===== src/rtl/imem_loader.sv =====
// imem_loader: boot-time instruction memory writer.
// Receives a byte stream with a valid/ready handshake. The stream holds a 16-bit
// word count N, then 4*N data bytes with each word sent least-significant byte
// first, then one XOR checksum byte. Each assembled word is written at the next
// word address starting from 0. The busy output holds off the CPU until the
// checksum has been checked.
module imem_loader #(
    parameter int DEPTH  = 256,
    parameter int ADDR_W = 8
) (
    input  logic              clk,
    input  logic              reset,
    input  logic              start,
    input  logic [7:0]        rx_data,
    input  logic              rx_valid,
    output logic              rx_ready,
    output logic              mem_we,
    output logic [31:0]       mem_addr,
    output logic [31:0]       mem_wdata,
    output logic              busy,
    output logic              done,
    output logic              error,
    output logic [ADDR_W:0]   words_loaded
);

    typedef enum logic [2:0] {
        S_IDLE  = 3'd0,
        S_HDR0  = 3'd1,
        S_HDR1  = 3'd2,
        S_DATA  = 3'd3,
        S_WRITE = 3'd4,
        S_CSUM  = 3'd5,
        S_DONE  = 3'd6,
        S_ERR   = 3'd7
    } state_t;

    localparam logic [15:0]     DEPTH_W16 = 16'(DEPTH);
    localparam logic [ADDR_W:0] WL_ONE    = {{ADDR_W{1'b0}}, 1'b1};

    state_t            state_r;
    logic [7:0]        n_lo_r;
    logic [ADDR_W:0]   n_words_r;
    logic [1:0]        byte_cnt_r;
    logic [23:0]       lane_r;
    logic [7:0]        csum_r;

    logic              xfer_s;
    logic [15:0]       n_full_s;
    logic              hdr_bad_s;
    logic [ADDR_W:0]   wl_inc_s;
    logic [31:0]       addr_s;

    assign xfer_s    = rx_valid & rx_ready;
    assign n_full_s  = {rx_data, n_lo_r};
    assign hdr_bad_s = (n_full_s == 16'd0) || (n_full_s > DEPTH_W16);
    assign wl_inc_s  = words_loaded + WL_ONE;
    // The word index is always below DEPTH when a write is issued, so the top bit of words_loaded is not needed here.
    assign addr_s    = {{(30 - ADDR_W){1'b0}}, words_loaded[ADDR_W-1:0], 2'b00};

    // Load FSM: every output is a register that is updated on the same edge as the state it decodes.
    always_ff @(posedge clk or posedge reset) begin
        if (reset) begin
            state_r      <= S_IDLE;
            n_lo_r       <= 8'd0;
            n_words_r    <= '0;
            byte_cnt_r   <= 2'd0;
            lane_r       <= 24'd0;
            csum_r       <= 8'd0;
            rx_ready     <= 1'b0;
            mem_we       <= 1'b0;
            mem_addr     <= 32'd0;
            mem_wdata    <= 32'd0;
            busy         <= 1'b0;
            done         <= 1'b0;
            error        <= 1'b0;
            words_loaded <= '0;
        end else begin
            case (state_r)
                S_IDLE, S_DONE, S_ERR: begin
                    if (start) begin
                        state_r      <= S_HDR0;
                        rx_ready     <= 1'b1;
                        busy         <= 1'b1;
                        done         <= 1'b0;
                        error        <= 1'b0;
                        words_loaded <= '0;
                        byte_cnt_r   <= 2'd0;
                        csum_r       <= 8'd0;
                    end
                end
                S_HDR0: begin
                    if (xfer_s) begin
                        n_lo_r  <= rx_data;
                        state_r <= S_HDR1;
                    end
                end
                S_HDR1: begin
                    if (xfer_s) begin
                        if (hdr_bad_s) begin
                            state_r  <= S_ERR;
                            rx_ready <= 1'b0;
                            busy     <= 1'b0;
                            error    <= 1'b1;
                        end else begin
                            n_words_r <= n_full_s[ADDR_W:0];
                            state_r   <= S_DATA;
                        end
                    end
                end
                S_DATA: begin
                    if (xfer_s) begin
                        csum_r     <= csum_r ^ rx_data;
                        byte_cnt_r <= byte_cnt_r + 2'd1;
                        if (byte_cnt_r == 2'd3) begin
                            // The fourth byte goes directly into lane 3 of the write data.
                            mem_wdata <= {rx_data, lane_r};
                            mem_addr  <= addr_s;
                            mem_we    <= 1'b1;
                            rx_ready  <= 1'b0;
                            state_r   <= S_WRITE;
                        end else begin
                            case (byte_cnt_r)
                                2'd0:    lane_r[7:0]   <= rx_data;
                                2'd1:    lane_r[15:8]  <= rx_data;
                                2'd2:    lane_r[23:16] <= rx_data;
                                default: lane_r        <= lane_r;
                            endcase
                        end
                    end
                end
                S_WRITE: begin
                    mem_we       <= 1'b0;
                    rx_ready     <= 1'b1;
                    words_loaded <= wl_inc_s;
                    state_r      <= (wl_inc_s == n_words_r) ? S_CSUM : S_DATA;
                end
                S_CSUM: begin
                    if (xfer_s) begin
                        rx_ready <= 1'b0;
                        busy     <= 1'b0;
                        if (rx_data == csum_r) begin
                            done    <= 1'b1;
                            state_r <= S_DONE;
                        end else begin
                            error   <= 1'b1;
                            state_r <= S_ERR;
                        end
                    end
                end
                default: begin
                    state_r  <= S_IDLE;
                    rx_ready <= 1'b0;
                    mem_we   <= 1'b0;
                    busy     <= 1'b0;
                end
            endcase
        end
    end

endmodule

===== config.mk =====
export PLATFORM = sky130hd
export DESIGN_NAME = imem_loader
export DESIGN_NICKNAME = d
export VERILOG_FILES = /design/src/rtl/imem_loader.sv
export SDC_FILE = /design/constraint.sdc
export NUM_CORES = 1
export LEC_CHECK = 0
export BUFFER_PORTS_ARGS = -buffer_cell sky130_fd_sc_hd__buf_2
export CAP_MARGIN = 0
export CORE_MARGIN = 4
export CORE_UTILIZATION = 51
export CTS_CLUSTER_SIZE = 16
export DETAILED_ROUTE_END_ITERATION = 16
export GPL_ROUTABILITY_DRIVEN = 0
export HOLD_SLACK_MARGIN = 0.06
export PLACE_DENSITY_LB_ADDON = 0.05
export SLEW_MARGIN = 20
export SYNTH_ARGS = -nofsm -noshare
export SYNTH_HDL_FRONTEND = slang
export SYNTH_SLANG_ARGS = --single-unit

===== constraint.sdc =====
create_clock -name clk -period 2.8 [get_ports clk]
set_input_delay 0.14 -clock clk [delete_from_list [all_inputs] [get_ports clk]]
set_output_delay 0.14 -clock clk [all_outputs]
set_load 0.01 [all_outputs]

# Word level (Yosys, flattened, before mapping)
# Cells that the tools add are included.
[word_totals]
reg_bits = 108
elab_cells = 107
inputBits = 12
out_inout_bits = 78
[op_classes]
add_sub_neg = 2
reduce_logical = 25
n_eq_ne = 21
muxes = 38
n_lt_le_gt_ge = 1
bitwise_logic = 4
[op_table]
columns = ["cell", "n"]
rows = [
  ["2-to-1 mux 3 bit", 8],
  ["inequality test 2 bit, second input constant", 9],
  ["one-hot mux 3 bit (6 select lines)", 1],
  ["one-hot mux 9 bit (2 select lines)", 1],
  ["greater-than comparator 16 x 9 -> 1 bit, second input constant", 1],
  ["logical NOT 16 bit", 1],
  ["2-to-1 mux 1 bit", 16],
  ["2-to-1 mux 8 bit", 2],
  ["one-hot mux 8 bit (2 select lines)", 1],
  ["AND reduction 4 bit", 4],
  ["== test 3 bit, second input constant", 4],
  ["AND reduction 3 bit", 4],
  ["AND reduction 6 bit", 2],
  ["adder 9 x 1 -> 9 bit, second input constant", 1],
  ["== test 9 bit", 1],
  ["2-to-1 mux 9 bit", 1],
  ["== test 8 bit", 1],
  ["nonzero test 2 bit", 4],
  ["XOR 8 bit", 1],
  ["AND reduction 7 bit", 1],
  ["== test 3 x 2 -> 1 bit, second input constant", 2],
  ["one-hot mux 1 bit (3 select lines)", 2],
  ["one-hot mux 1 bit (5 select lines)", 1],
  ["AND reduction 5 bit", 1],
  ["16 further kinds", 21],
]

# Logic depth before layout (Yosys ltp)
[logic_depth]
ltp_word = 5
depth_mapped = 8
mapped_depth_nobuf = 7

# Worst setup path after synthesis
# Ideal clock, no wire load.
[synth_path]
path_type = "reg-to-reg"
from = "reg n_lo_r[4]"
to = "reg n_words_r[0]"
path_buffers = 0
stages_incl_launch_ff = 6
required_time_ns = 2.675
setup_ns = 0.125
synth_period_minus_slack_ns = 2.344
path_slack_ns = 0.456
arrival_ns = 2.219
cell_sequence = "dfrtp_1 or4_1 o21ai_1 or3b_4 nor3_4 mux2_4"
[synth_between]
elab_chain_cells = 4
word_cells_on_any_way = 5
cone_classes = "1 x order compare; 1 x bitwise; 3 x reduce/logical"
[synth_lines]
columns = ["item", "line_no", "rtl"]
rows = [
  ["start: declaration", "41", "logic [7:0] n_lo_r;"],
  ["start signal: assignment", "93", "n_lo_r <= rx_data;"],
  ["greater-than comparator 16 x 9 -> 1 bit / logical NOT 16 bit (equally long branches)", "55", "assign hdr_bad_s = (n_full_s == 16'd0) || (n_full_s > DEPTH_W16);"],
  ["logical OR 1 bit (*)", "55", ""],
  ["NOT 1 bit (no source line) (*)", "-", ""],
  ["AND reduction 3 bit (no source line) (*)", "-", ""],
  ["end signal: assignment", "105", "n_words_r <= n_full_s[ADDR_W:0];"],
  ["end: declaration", "42", "logic [ADDR_W:0] n_words_r;"],
]
# Every way passes the cells marked *; elsewhere a longest branch is shown, timed or not.
# A chain may end at the register's enable or synchronous reset.

# Worst setup path in the final report
[layout_path]
from = "reg n_lo_r[0]"
to = "reg n_words_r[0]"
[layout_between]
elab_chain_cells = 4
word_cells_on_any_way = 5
cone_classes = "1 x order compare; 1 x bitwise; 3 x reduce/logical"
[layout_lines]
columns = ["item", "line_no"]
rows = [
  ["greater-than comparator 16 x 9 -> 1 bit / logical NOT 16 bit (equally long branches)", "55"],
  ["logical OR 1 bit", "55"],
  ["NOT 1 bit (no source line)", "-"],
  ["AND reduction 3 bit (no source line)", "-"],
]
# Several ways; a longest one is shown, not always the timed one.

==> metrics <==
Req. time, crit path=3.05 ns; largest net degree at the start of global routing=109; top cells by count, synth=dfrtp_1 (108), mux2_2 (72), nand2_1 (31); Area growth, synth to finish=10.5%; buffers inserted by post-CTS timing repair=0; die extent in y=108 µm; most frequent cell after synthesis=dfrtp_1; Pwr per Cell Area=around 740 nW/µm²; Peak Freq=426 MHz; initial antenna violation count=0; Initial DRT Pass Iterations=6; Resized cells post-CTS=0; Async SR Flop Fraction=100%; hold buffer count at CTS=1; hold_sp=start; synth unique cells=49; Worst Setup End Kind=flop; RSZ-0062 raised after global routing=false; Synth area leaders=dfrtp_1 (52%), mux2_2 (16%), buf_4 (3.5%); first-pass GRT wire length=16400 µm; max-cap viol count=0; Setup crit start=n_lo_r[0]$_DFFE_PP0P_; CTS tree=yes; post-DP HPWL=6670 µm; FILL cells=877; Max IR drop VDD=around 0.36 mV; Critical R2R Launch=n_lo_r[0]$_DFFE_PP0P_; Rows=36; Port Buffers=65; layout cells sized above 1=35.0%; GRT overflow=0; Area after DPL=5520 µm²; number of failing hold endpoints at the final stage=0; outcome=finished clean; clock sinks=around 110; post-route setup slack=approximately 0.45 ns; Root Buffer=clkbuf_8; All-Layer GR Usage=17.9%; mean number of vias per cell=5.26; # DRC=0; # H-tree levels=3; Routed WL=9960 µm; DR vias=approximately 3300; worst skew pair latency=0.36 ns; Placed Cells=616; top-level port count=90; Setup WS pre-CTS=0.477 ns; vias in the first global route=approximately 3200; final setup fails=0; Post-synth EDFFs=0; setup TNS=0 ns; Critical Path Source Type=flop; Setup Crit Path Kind=reg -> reg; #FFs+latches synth=108; Slew HR=59.8%; clk_skew=0.00610 ns; fraction of the yosys area taken by sequential cells=52.5%; CTS Buf Count=9; final instance area=5690 µm²; Syn Area/Cell=11.7 µm²; Final Max Slew Viols=0; cell area after synthesis=~5100 µm²; worst-path fanout max=9; Diodes inserted=0; Hold Slack=0.170 ns; YS warnings=0; Synth Instances=440; initial core utilization=around 52%; Sequential Area=2700 µm²; Initial DRC Count=136; Core ar.=9820 µm²; top-area cell type share of the netlist area=52.5%; WL per Instance=15.7 µm; Tcrit/Tclk final=a little over four fifths; Bufs on Longest Clock Path=2; ys flop type=dfrtp_1; Worst-Margin Slew=slightly above 0.6 ns; final std cells w/o fill=approximately 630; # nets final=512; Arr. time, crit path=~2.6 ns; worst hold path type=in -> reg; Clk pin slew, worst setup/hold paths=roughly 0.090 ns; min Tclk post-route=2.35 ns; leakage power=2.97 nW; ANT nets after route=0; largest area contributor in the synthesized netlist=dfrtp_1; Multi-input gate area=2210 µm²; die area=about 12000 µm²; Die X=108 µm
[worst max-delay path, stage by stage, from the launching register on]
cell and delay (ns):
dfrtp_1 0.40, or4_1 0.57, o21ai_1 0.14, or3b_4 0.42, nor3_4 0.16, buf_4 0.23, mux2_4 0.32
[where the power goes]
group | internal, W | leakage [nW] | switching (W)
logic | 0.000565 | 1.43 | 0.000586
registers | 0.00191 | 1.45 | 0.000291
clock network | 0.000348 | 0.0844 | 0.000490
[layout by cell type, fill, tap and decap left out, types with 4 or more instances in the layout]
| master | n |
|---|---|
| buf_2 | 65 |
| nand2_1 | 30 |
| nor3_1 | 7 |
| clkbuf_8 | 10 |
| nand3_1 | 8 |
| nor4_1 | 4 |
| mux2_4 | 9 |
| xnor2_1 | 6 |
| clkbuf_1 | 4 |
| nor2_1 | 19 |
| a21oi_1 | 10 |
| xor2_1 | 14 |
| ha_1 | 5 |
| a21o_1 | 9 |
| buf_4 | 7 |
| inv_1 | 8 |
| o21ai_0 | 24 |
| dfrtp_1 | 108 |
| conb_1 | 24 |
| mux2_2 | 72 |
[sequential cells by signal, indices dropped and copies added (netlist names), 2 cells and up]
| register | flops |
|---|---|
| byte_cnt_r | 2 |
| n_lo_r | 8 |
| lane_r | 24 |
| mem_addr | 8 |
| csum_r | 8 |
| n_words_r | 9 |
| mem_wdata | 32 |
| state_r | 3 |
| words_loaded | 9 |
[routing by layer]
layer | track usage, % | part of all wire, % | wire length, µm | up-vias
li1 | - | - | - | 1600
met1 | 26.6 | 49 | 4890 | 1633
met2 | 26.4 | 45 | 4460 | 87
met3 | 4.60 | 5.2 | 514 | 10
met4 | 4.33 | 0.93 | 93 | 0
met5 | 0 | 0 | 0 | -
[final timing paths]
check	cells after the start	slack (ns)	end
hold reg to reg	1	0.50	mem_wdata[19]$_DFFE_PP0P_
hold / removal	3	0.17	done$_DFFE_PP0P_
min in group asynchronous	4	0.47	mem_wdata[2]$_DFFE_PP0P_
max in group asynchronous	4	1.90	csum_r[7]$_DFFE_PP0P_
setup reg to reg	6	0.45	n_words_r[0]$_DFFE_PP0P_
setup / recovery	6	0.45	n_words_r[0]$_DFFE_PP0P_
[layout make-up]
| class | count | share of cell area [%] |
|---|---|---|
| sequential | 108 | 47.5 |
| multi-input combinational | 293 | 38.9 |
| timing repair buffer | 74 | 7.17 |
| tap | 133 | 2.93 |
| clock buffer | 14 | 2.68 |
| inverter | 9 | 0.660 |
| clock inverter | 2 | 0.176 |
[metrics by stage]
stage / total power [W] / util, %
after floorplan: 0.00310 / -
after global placement: 0.00335 / 56.2
after detailed placement: 0.00338 / 56.2
after CTS: 0.00423 / 57.9
after global routing: 0.00450 / 57.9
final: 0.00419 / 57.9
[cells by family after synthesis]
| group | Yosys count | synth area share, % |
|---|---|---|
| other cells | 1 | 0.0728 |
| xor+xnor | 20 | 3.40 |
| fa+ha+maj | 5 | 1.22 |
| mux | 83 | 18.8 |
| buf+inv | 62 | 6.27 |
| flops | 108 | 52.5 |
| simple gates | 92 | 9.19 |
| compound gates | 69 | 8.60 |
Power figures use the tool's default switching activity.
